===== config.mk =====
export PLATFORM = sky130hd
export DESIGN_NAME = mac_share_arbiter
export DESIGN_NICKNAME = d
export VERILOG_FILES = /design/src/rtl/mac_share_arbiter.sv
export SDC_FILE = /design/constraint.sdc
export NUM_CORES = 1
export LEC_CHECK = 0
export ABC_AREA = 1
export CAP_MARGIN = 5
export CORE_MARGIN = 4
export CORE_UTILIZATION = 57
export CTS_CLUSTER_SIZE = 24
export DETAILED_ROUTE_END_ITERATION = 7
export MAX_ROUTING_LAYER = met4
export PLACE_DENSITY = 0.89
export REMOVE_ABC_BUFFERS = 1
export SLEW_MARGIN = 20
export SYNTH_ARGS = -nofsm -noshare
export SYNTH_HDL_FRONTEND = slang
export SYNTH_SLANG_ARGS = --single-unit

===== constraint.sdc =====
create_clock -name clk -period 6.9 [get_ports clk]
set_clock_uncertainty 0.05 [all_clocks]
set_input_delay 0.69 -clock clk [delete_from_list [all_inputs] [get_ports clk]]
set_output_delay 0.69 -clock clk [all_outputs]
set_load 0.03 [all_outputs]

===== src/rtl/mac_share_arbiter.sv =====
// mac_share_arbiter: round-robin sharing of one pipelined A*B+C unit among NREQ requesters
module mac_share_arbiter #(
  parameter int NREQ      = 4,
  parameter int WIDTH_IN  = 8,
  parameter int WIDTH_OUT = 17
) (
  input  logic                           clk,
  input  logic                           rst_n,
  input  logic                           en,
  input  logic [NREQ-1:0]                req,
  input  logic [NREQ*WIDTH_IN-1:0]       a_in,
  input  logic [NREQ*WIDTH_IN-1:0]       b_in,
  input  logic [NREQ*WIDTH_IN-1:0]       c_in,
  output logic [NREQ-1:0]                gnt,
  output logic                           res_vld,
  output logic [(NREQ>1?$clog2(NREQ):1)-1:0] res_id,
  output logic [WIDTH_OUT-1:0]           res_data,
  output logic                           busy
);
  localparam int IDW = NREQ > 1 ? $clog2(NREQ) : 1;
  localparam int PW  = 2 * WIDTH_IN;

  logic [NREQ-1:0]     elig;
  logic                found;
  logic [IDW-1:0]      win;
  logic [NREQ-1:0]     gnt_d, gnt_q;
  logic [IDW-1:0]      ptr_d, ptr_q;
  logic                vld0_d, vld0_q, vld1_d, vld1_q, vld2_d, vld2_q;
  logic [WIDTH_IN-1:0] a0_d, a0_q, b0_d, b0_q, c0_d, c0_q, c1_d, c1_q;
  logic [IDW-1:0]      id0_d, id0_q, id1_d, id1_q, id2_d, id2_q;
  logic [PW-1:0]       prod1_d, prod1_q;
  logic [WIDTH_OUT-1:0] data2_d, data2_q;

  // Round-robin pick from the pointer upward, masking the requester granted this cycle
  always_comb begin
    elig  = en ? (req & ~gnt_q) : '0;
    found = 1'b0;
    win   = '0;
    for (int k = 0; k < NREQ; k++) begin
      if (!found && elig[(int'(ptr_q) + k) % NREQ]) begin
        found = 1'b1;
        win   = IDW'((int'(ptr_q) + k) % NREQ);
      end
    end
    gnt_d = '0;
    if (found) gnt_d[win] = 1'b1;
    ptr_d  = !found ? ptr_q : (int'(win) == NREQ - 1) ? '0 : win + IDW'(1);
    vld0_d = found;
    a0_d   = found ? a_in[int'(win)*WIDTH_IN +: WIDTH_IN] : a0_q;
    b0_d   = found ? b_in[int'(win)*WIDTH_IN +: WIDTH_IN] : b0_q;
    c0_d   = found ? c_in[int'(win)*WIDTH_IN +: WIDTH_IN] : c0_q;
    id0_d  = found ? win : id0_q;
  end

  // Multiply stage then add stage, both unsigned and zero-extended so nothing wraps
  always_comb begin
    vld1_d  = vld0_q;
    prod1_d = {{WIDTH_IN{1'b0}}, a0_q} * {{WIDTH_IN{1'b0}}, b0_q};
    c1_d    = c0_q;
    id1_d   = id0_q;
    vld2_d  = vld1_q;
    data2_d = {{(WIDTH_OUT-PW){1'b0}}, prod1_q} + {{(WIDTH_OUT-WIDTH_IN){1'b0}}, c1_q};
    id2_d   = id1_q;
  end

  // State registers; async reset drops everything in flight
  always_ff @(posedge clk or negedge rst_n) begin
    if (!rst_n) begin
      gnt_q   <= '0;
      ptr_q   <= '0;
      vld0_q  <= 1'b0;
      a0_q    <= '0;
      b0_q    <= '0;
      c0_q    <= '0;
      id0_q   <= '0;
      vld1_q  <= 1'b0;
      prod1_q <= '0;
      c1_q    <= '0;
      id1_q   <= '0;
      vld2_q  <= 1'b0;
      data2_q <= '0;
      id2_q   <= '0;
    end else begin
      gnt_q   <= gnt_d;
      ptr_q   <= ptr_d;
      vld0_q  <= vld0_d;
      a0_q    <= a0_d;
      b0_q    <= b0_d;
      c0_q    <= c0_d;
      id0_q   <= id0_d;
      vld1_q  <= vld1_d;
      prod1_q <= prod1_d;
      c1_q    <= c1_d;
      id1_q   <= id1_d;
      vld2_q  <= vld2_d;
      data2_q <= data2_d;
      id2_q   <= id2_d;
    end
  end

  assign gnt      = gnt_q;
  assign res_vld  = vld2_q;
  assign res_id   = id2_q;
  assign res_data = data2_q;
  assign busy     = vld0_q | vld1_q | vld2_q;
endmodule


==> results.cfg, run 1 <==
[setup_path]
crit_path_frequent_cell = sky130_fd_sc_hd__inv_1
critPathKind = reg -> reg
startpoint_kind_of_the_worst_setup_timing_path = register
required_ns = 7.06
slowest_stage = sky130_fd_sc_hd__fa_1
cp_max_fanout = 9
critPathCaptureType = register
cp_top_family = adder cells
reg2reg_setup_slack_ns = 2.45
critical_path.max_stage_delay_ns = 0.55
worstPathBufferInverterCount = 5
critical_path.cell_chain = nand2_1 > inv_1 > fa_1 > fa_1 > inv_1 > fa_1 > fa_1 > inv_1 > ha_1 > inv_1 > o21bai_1 > a31oi_1 > inv_1 > a31oi_1 > o21ai_0 > xor2_1
timing.critical_path.arrival_ns = 4.61

[run_status]
status = finished, final reports clean

[sta]
fin_crit_ns = 4.45
setup_repair_after_global_routing_missed_its_margin = false
max_slew_margin_pct = 35.4
timing.final.setup_violations = 0
hold_viol_final = 0
setup-tns-final_ns = 0
finalMaxSlewViolations = 0
worst_pin_slew_ns = 0.969
fmax_ghz = 0.225
layout_worst_path_cycle_share_pct = 64.4

[route]
drt_drc_violations_left = 0
drtPass1Iterations = 5
routed-via-count = 5576
totalWireLength_mm = 14.3
ant_nets = 0
detailedRoute.firstIterationViolations = 323
routed_wire_length_per_instance_um = 12.9
vias_per_cell = 5.05

[synthesis]
post_synth_instance_area_um2 = 6450
synth-seq-cells = 80
synth-warning-count = 0
syn-instance-count = 859
synth-seq-area-share_pct = 31.1
avgSynthCellArea_um2 = 7.50
synth.lib_cells_used.distinct = 37

[cts]
ctsHtreeMaxLevel = 3
post_cts_hold_buffer_count = 0
count_of_cells_resized_by_post_cts_repair = 0
cts_inserted_buffers = 9
clock_tree_from_tritoncts = built
cts_root_buffer = sky130_fd_sc_hd__clkbuf_16
clk_path_buf_depth = 2
clock-sinks = 80
cts.clk_slew.worst_paths_ns = 0.06
clkLatencyLatePin_ns = 0.34
postCtsSetupBuffers = 0

[worst_hold_path]
worstHoldPathType = reg -> reg

[floorplan]
chipWidth_um = 114
die_height_um = 114
placement_rows = 38
initial_utilization_pct = 58.9
io_pins = 128
fp.coreArea_um2 = 10900
floorplan.die_area_um2 = 13100

[place]
gp_congestion = 0.916
placed_cell_area_um2 = 7700
dp.final_hpwl_mm = 11.0
io_buffer_count = 127

[layout]
antenna_cells_inserted = 0
commonest_cells_after_routing_fill_and_taps_aside = sky130_fd_sc_hd__nand2_1, sky130_fd_sc_hd__inv_1, sky130_fd_sc_hd__clkdlybuf4s50_1
finalNetCount = 1148
drive_above_1_share_pct = 3.42
nFillCells = 850
flow.area_growth_from_synthesis_pct = 24.1
final_common_cell = sky130_fd_sc_hd__nand2_1
design_area_um2 = 8000

[grt]
largest_net_degree_at_the_start_of_global_routing = 81
grt_first_pass_wirelength_mm = 24.5
grt_util_all_layers_pct = 24.1
total_congestion_overflow = 0
antenna_found_initial = 0
number_of_global_route_vias_before_repair = 5583

[flow_run]
drv.max_cap_violation_count = 0
routing by layer:
metal / vias to the layer above / share of wire, % / wire length (um) / global-route usage, %
met5: - / 0 / 0 / -
met4: 0 / 1.4 / 204 / 6.81
met3: 15 / 4.6 / 651 / 3.01
met2: 157 / 52 / 7400 / 43.6
met1: 2609 / 42 / 6010 / 28.0
li1: 2795 / - / - / -
logic make-up after synthesis:
logic type | share of synthesized area [%]
buf+inv | 14.0
flops | 31.1
fa+ha+maj | 20.8
compound gates | 4.76
xor+xnor | 3.40
simple gates | 26.0
through the flow:
stage               utilization, %  cells  worst slack (ns)  hold slack (ns)
floorplan                        -    821              2.89            0.281
global placement              70.4   1089              2.71            0.282
detailed placement            70.4   1089              2.53            0.286
CTS                           73.2   1105              2.46            0.300
global route                  73.2   1105              2.24            0.301
finish                        73.2   1105              2.45            0.299
state kept, by name (all words and copies together), names as in the netlist:
| name | flops |
|---|---|
| id1_q | 2 |
| vld1_q | 1 |
| res_id | 2 |
| c1_q | 8 |
| res_data | 17 |
| ptr_q | 2 |
| res_vld | 1 |
| vld0_q | 1 |
| id0_q | 2 |
| b0_q | 8 |
| gnt | 4 |
| prod1_q | 16 |
| c0_q | 8 |
| a0_q | 8 |
Yosys cell counts, drive strengths merged:
library cell  instances  area share, %
nand3                82            6.6
nor3                  1          0.078
o21bai                2           0.29
a21oi                17            1.3
o21ai                12            1.1
nor3b                 1           0.12
dfrtp                80             31
o2111ai               1           0.14
ha                   48            9.3
a31oi                 4           0.39
clkbuf               18            1.0
xor2                 19            2.6
buf                  20            2.1
a21o                  1           0.12
fa                   37             11
nor2                 27            2.1
xnor2                 6           0.82
o211ai               11            1.3
inv                 187             11
nand2               277             16
nand4                 6           0.58
a211oi                1           0.12
or3                   1          0.097
path summary, 6_finish.rpt:
check / from / end / cells past startpoint
min in group asynchronous: rst_n / res_id[0]$_DFF_PN0_ / 1
max: b0_q[4]$_DFFE_PN0P_ / prod1_q[13]$_DFF_PN0_ / 16
min: id1_q[1]$_DFF_PN0_ / res_id[1]$_DFF_PN0_ / 0
min reg2reg: id1_q[1]$_DFF_PN0_ / res_id[1]$_DFF_PN0_ / 0
max in group asynchronous: rst_n / c0_q[4]$_DFFE_PN0P_ / 1
max reg2reg: b0_q[4]$_DFFE_PN0P_ / prod1_q[13]$_DFF_PN0_ / 16
layout make-up:
| cell class | count | area, um2 | area share, % |
|---|---|---|---|
| repair buffers | 128 | 1280 | 15.9 |
| well taps | 140 | 175 | 2.19 |
| flip-flops and latches | 80 | 2000 | 25.0 |
| multi-input cells | 554 | 3540 | 44.2 |
| clock buffers | 11 | 243 | 3.03 |
| clock inverters | 5 | 63.8 | 0.797 |
| inverters | 187 | 702 | 8.77 |
Power of run 1 is left out: the tool's default activity adds up to more than one toggle a clock period on the data nets, which glitch-free logic cannot reach.
==> run 2: changes to the inputs <==
--- a/config.mk
+++ b/config.mk
@@ -8,11 +8,11 @@
 export ABC_AREA = 1
 export CAP_MARGIN = 5
 export CORE_MARGIN = 4
-export CORE_UTILIZATION = 57
+export CORE_UTILIZATION = 53
 export CTS_CLUSTER_SIZE = 24
 export DETAILED_ROUTE_END_ITERATION = 7
 export MAX_ROUTING_LAYER = met4
-export PLACE_DENSITY = 0.89
+export PLACE_DENSITY = 0.84
 export REMOVE_ABC_BUFFERS = 1
 export SLEW_MARGIN = 20
 export SYNTH_ARGS = -nofsm -noshare
==> constraint.sdc (replaced) <==
create_clock -name clk -period 4.1 [get_ports clk]
set_clock_uncertainty 0.05 [all_clocks]
set_input_delay 0.41 -clock clk [delete_from_list [all_inputs] [get_ports clk]]
set_output_delay 0.41 -clock clk [all_outputs]
set_load 0.03 [all_outputs]
==> run 2 against run 1 <==
Net effect: utilization shrank 3.1 points; first-iteration DRC count shrank 14%; global-route usage shrank 3.0 points; non-clock buffer count grew 36; wire length shrank 0.56%; hold slack lost 0.11 ns; register-to-register slack lost 2.3 ns; final cell count grew 3.9%; sequential share of layout area shrank 0.99 points; design area grew 4.8%; largest cell class unchanged.
==> results.cfg, run 2 (synthesized netlist as in run 1, its figures left out) <==
[flow_run]
drv.max_cap_violation_count = 0

[layout]
drive_above_1_share_pct = 10.4
final_common_cell = sky130_fd_sc_hd__nand2_1
multi_input_area_um2 = 3650
largest_register_ffs = 17
finalNetCount = 1184
antenna_cells_inserted = 0
nFillCells = 934
flow.area_growth_from_synthesis_pct = 30.0
layout.cells.non_filler = 1148
commonest_cells_after_routing_fill_and_taps_aside = sky130_fd_sc_hd__nand2_1, sky130_fd_sc_hd__inv_1, sky130_fd_sc_hd__clkdlybuf4s50_1
seq_area_um2 = 2010

[place]
gp_congestion = 0.864
dpl.cell_count = 1120
dp.final_hpwl_mm = 10.9
io_buffer_count = 127

[setup_path]
critical_path.cell_chain = nand2_1 > inv_2 > fa_1 > fa_1 > fa_1 > inv_1 > fa_1 > inv_2 > ha_4 > buf_4 > buf_4 > a21oi_1 > o211ai_1 > nand3_1 > o21ai_2 > xor2_1
required_ns = 4.27
cp_top_family = adder cells
regToRegStartpoint = a0_q[3]$_DFFE_PN0P_
startpoint_kind_of_the_worst_setup_timing_path = register
critPathCaptureType = register
critPathKind = reg -> reg
crit_path_frequent_cell = sky130_fd_sc_hd__fa_1
critical_path.max_stage_delay_ns = 0.51
timing.critical_path.from = a0_q[3]$_DFFE_PN0P_
slowest_stage = sky130_fd_sc_hd__fa_1
timing.critical_path.arrival_ns = 4.17
worstPathBufferInverterCount = 5
cp_max_fanout = 8

[cts]
cts_root_buffer = sky130_fd_sc_hd__clkbuf_16
clkLatencyLatePin_ns = 0.34
clock-sinks = 80
ctsHtreeMaxLevel = 3
cts_inserted_buffers = 9
clk_path_buf_depth = 2
post_cts_hold_buffer_count = 0
clock_tree_from_tritoncts = built
cts.clk_slew.worst_paths_ns = 0.07

[floorplan]
initial_utilization_pct = 53.9
die_height_um = 118
fp.coreArea_um2 = 12000
floorplan.die_area_um2 = 14000
io_pins = 128
placement_rows = 40
chipWidth_um = 118

[grt]
total_congestion_overflow = 0
number_of_global_route_vias_before_repair = 5385
grt_first_pass_wirelength_mm = 23.8
largest_net_degree_at_the_start_of_global_routing = 81
antenna_found_initial = 0
grt_util_all_layers_pct = 21.1

[route]
vias_per_cell = 4.88
totalWireLength_mm = 14.2
routed-via-count = 5597
detailedRoute.firstIterationViolations = 279
drt_drc_violations_left = 0
routed_wire_length_per_instance_um = 12.4
drtPass1Iterations = 5
ant_nets = 0

[sta]
layout_worst_path_cycle_share_pct = 97.5
fmax_ghz = 0.250
hold_viol_final = 0
max_slew_margin_pct = 36.1
setup-tns-final_ns = 0
timing.final.setup_violations = 0
fin_crit_ns = 4.00
worst_pin_slew_ns = 0.958
finalMaxSlewViolations = 0
setup_repair_after_global_routing_missed_its_margin = true

[run_status]
status = finished, final reports clean

[worst_hold_path]
worstHoldPathType = in -> async
run 2: layout make-up:
type / count / area share (%)
clock buffers: 9 / 2.69
clock inverters: 7 / 0.657
inverters: 187 / 8.37
multi-input cells: 554 / 43.5
flip-flops and latches: 80 / 24.0
well taps: 147 / 2.19
repair buffers: 164 / 18.5
run 2: metal layers:
metal	share of wire (%)	GRT usage [%]	vias to the layer above
li1	-	-	2861
met1	45	27.8	2540
met2	48	34.3	171
met3	4.9	2.49	25
met4	2.0	7.03	0
met5	0	-	-
run 2: final timing paths:
path,endpoint,slack (ns),depth (start not counted)
setup / recovery,prod1_q[14]$_DFF_PN0_,0.10,16
hold / removal,res_id[0]$_DFF_PN0_,0.18,1
setup reg to reg,prod1_q[14]$_DFF_PN0_,0.10,16
hold reg to reg,res_id[1]$_DFF_PN0_,0.30,0
max in group asynchronous,a0_q[5]$_DFFE_PN0P_,3.15,1
min in group clk,res_id[1]$_DFF_PN0_,0.30,0
run 2: what timing repair did:
| item | CTS | global route |
|---|---|---|
| endpoints found under the setup margin | 2 | 6 |
| pin swaps | 2 | 29 |
| gates resized for setup | 7 | 34 |
| buffers inserted | 2 | 10 |
| hold endpoints to repair | 0 | 0 |
| gates cloned | 0 | 0 |
run 2: per-stage QoR:
stage               setup slack (ns)  util (%)  area [um2]  hold WS [ns]
CTS                          0.00762      68.5        8190         0.214
global placement             0.00175      65.9        7890         0.284
finish                         0.104      70.1        8380         0.185
detailed placement           -0.0893      65.9        7890         0.289
global route                 -0.0589      70.1        8380         0.255
floorplan                     0.0898         -        6240        0.0644
Power of run 2 is left out for the same reason.
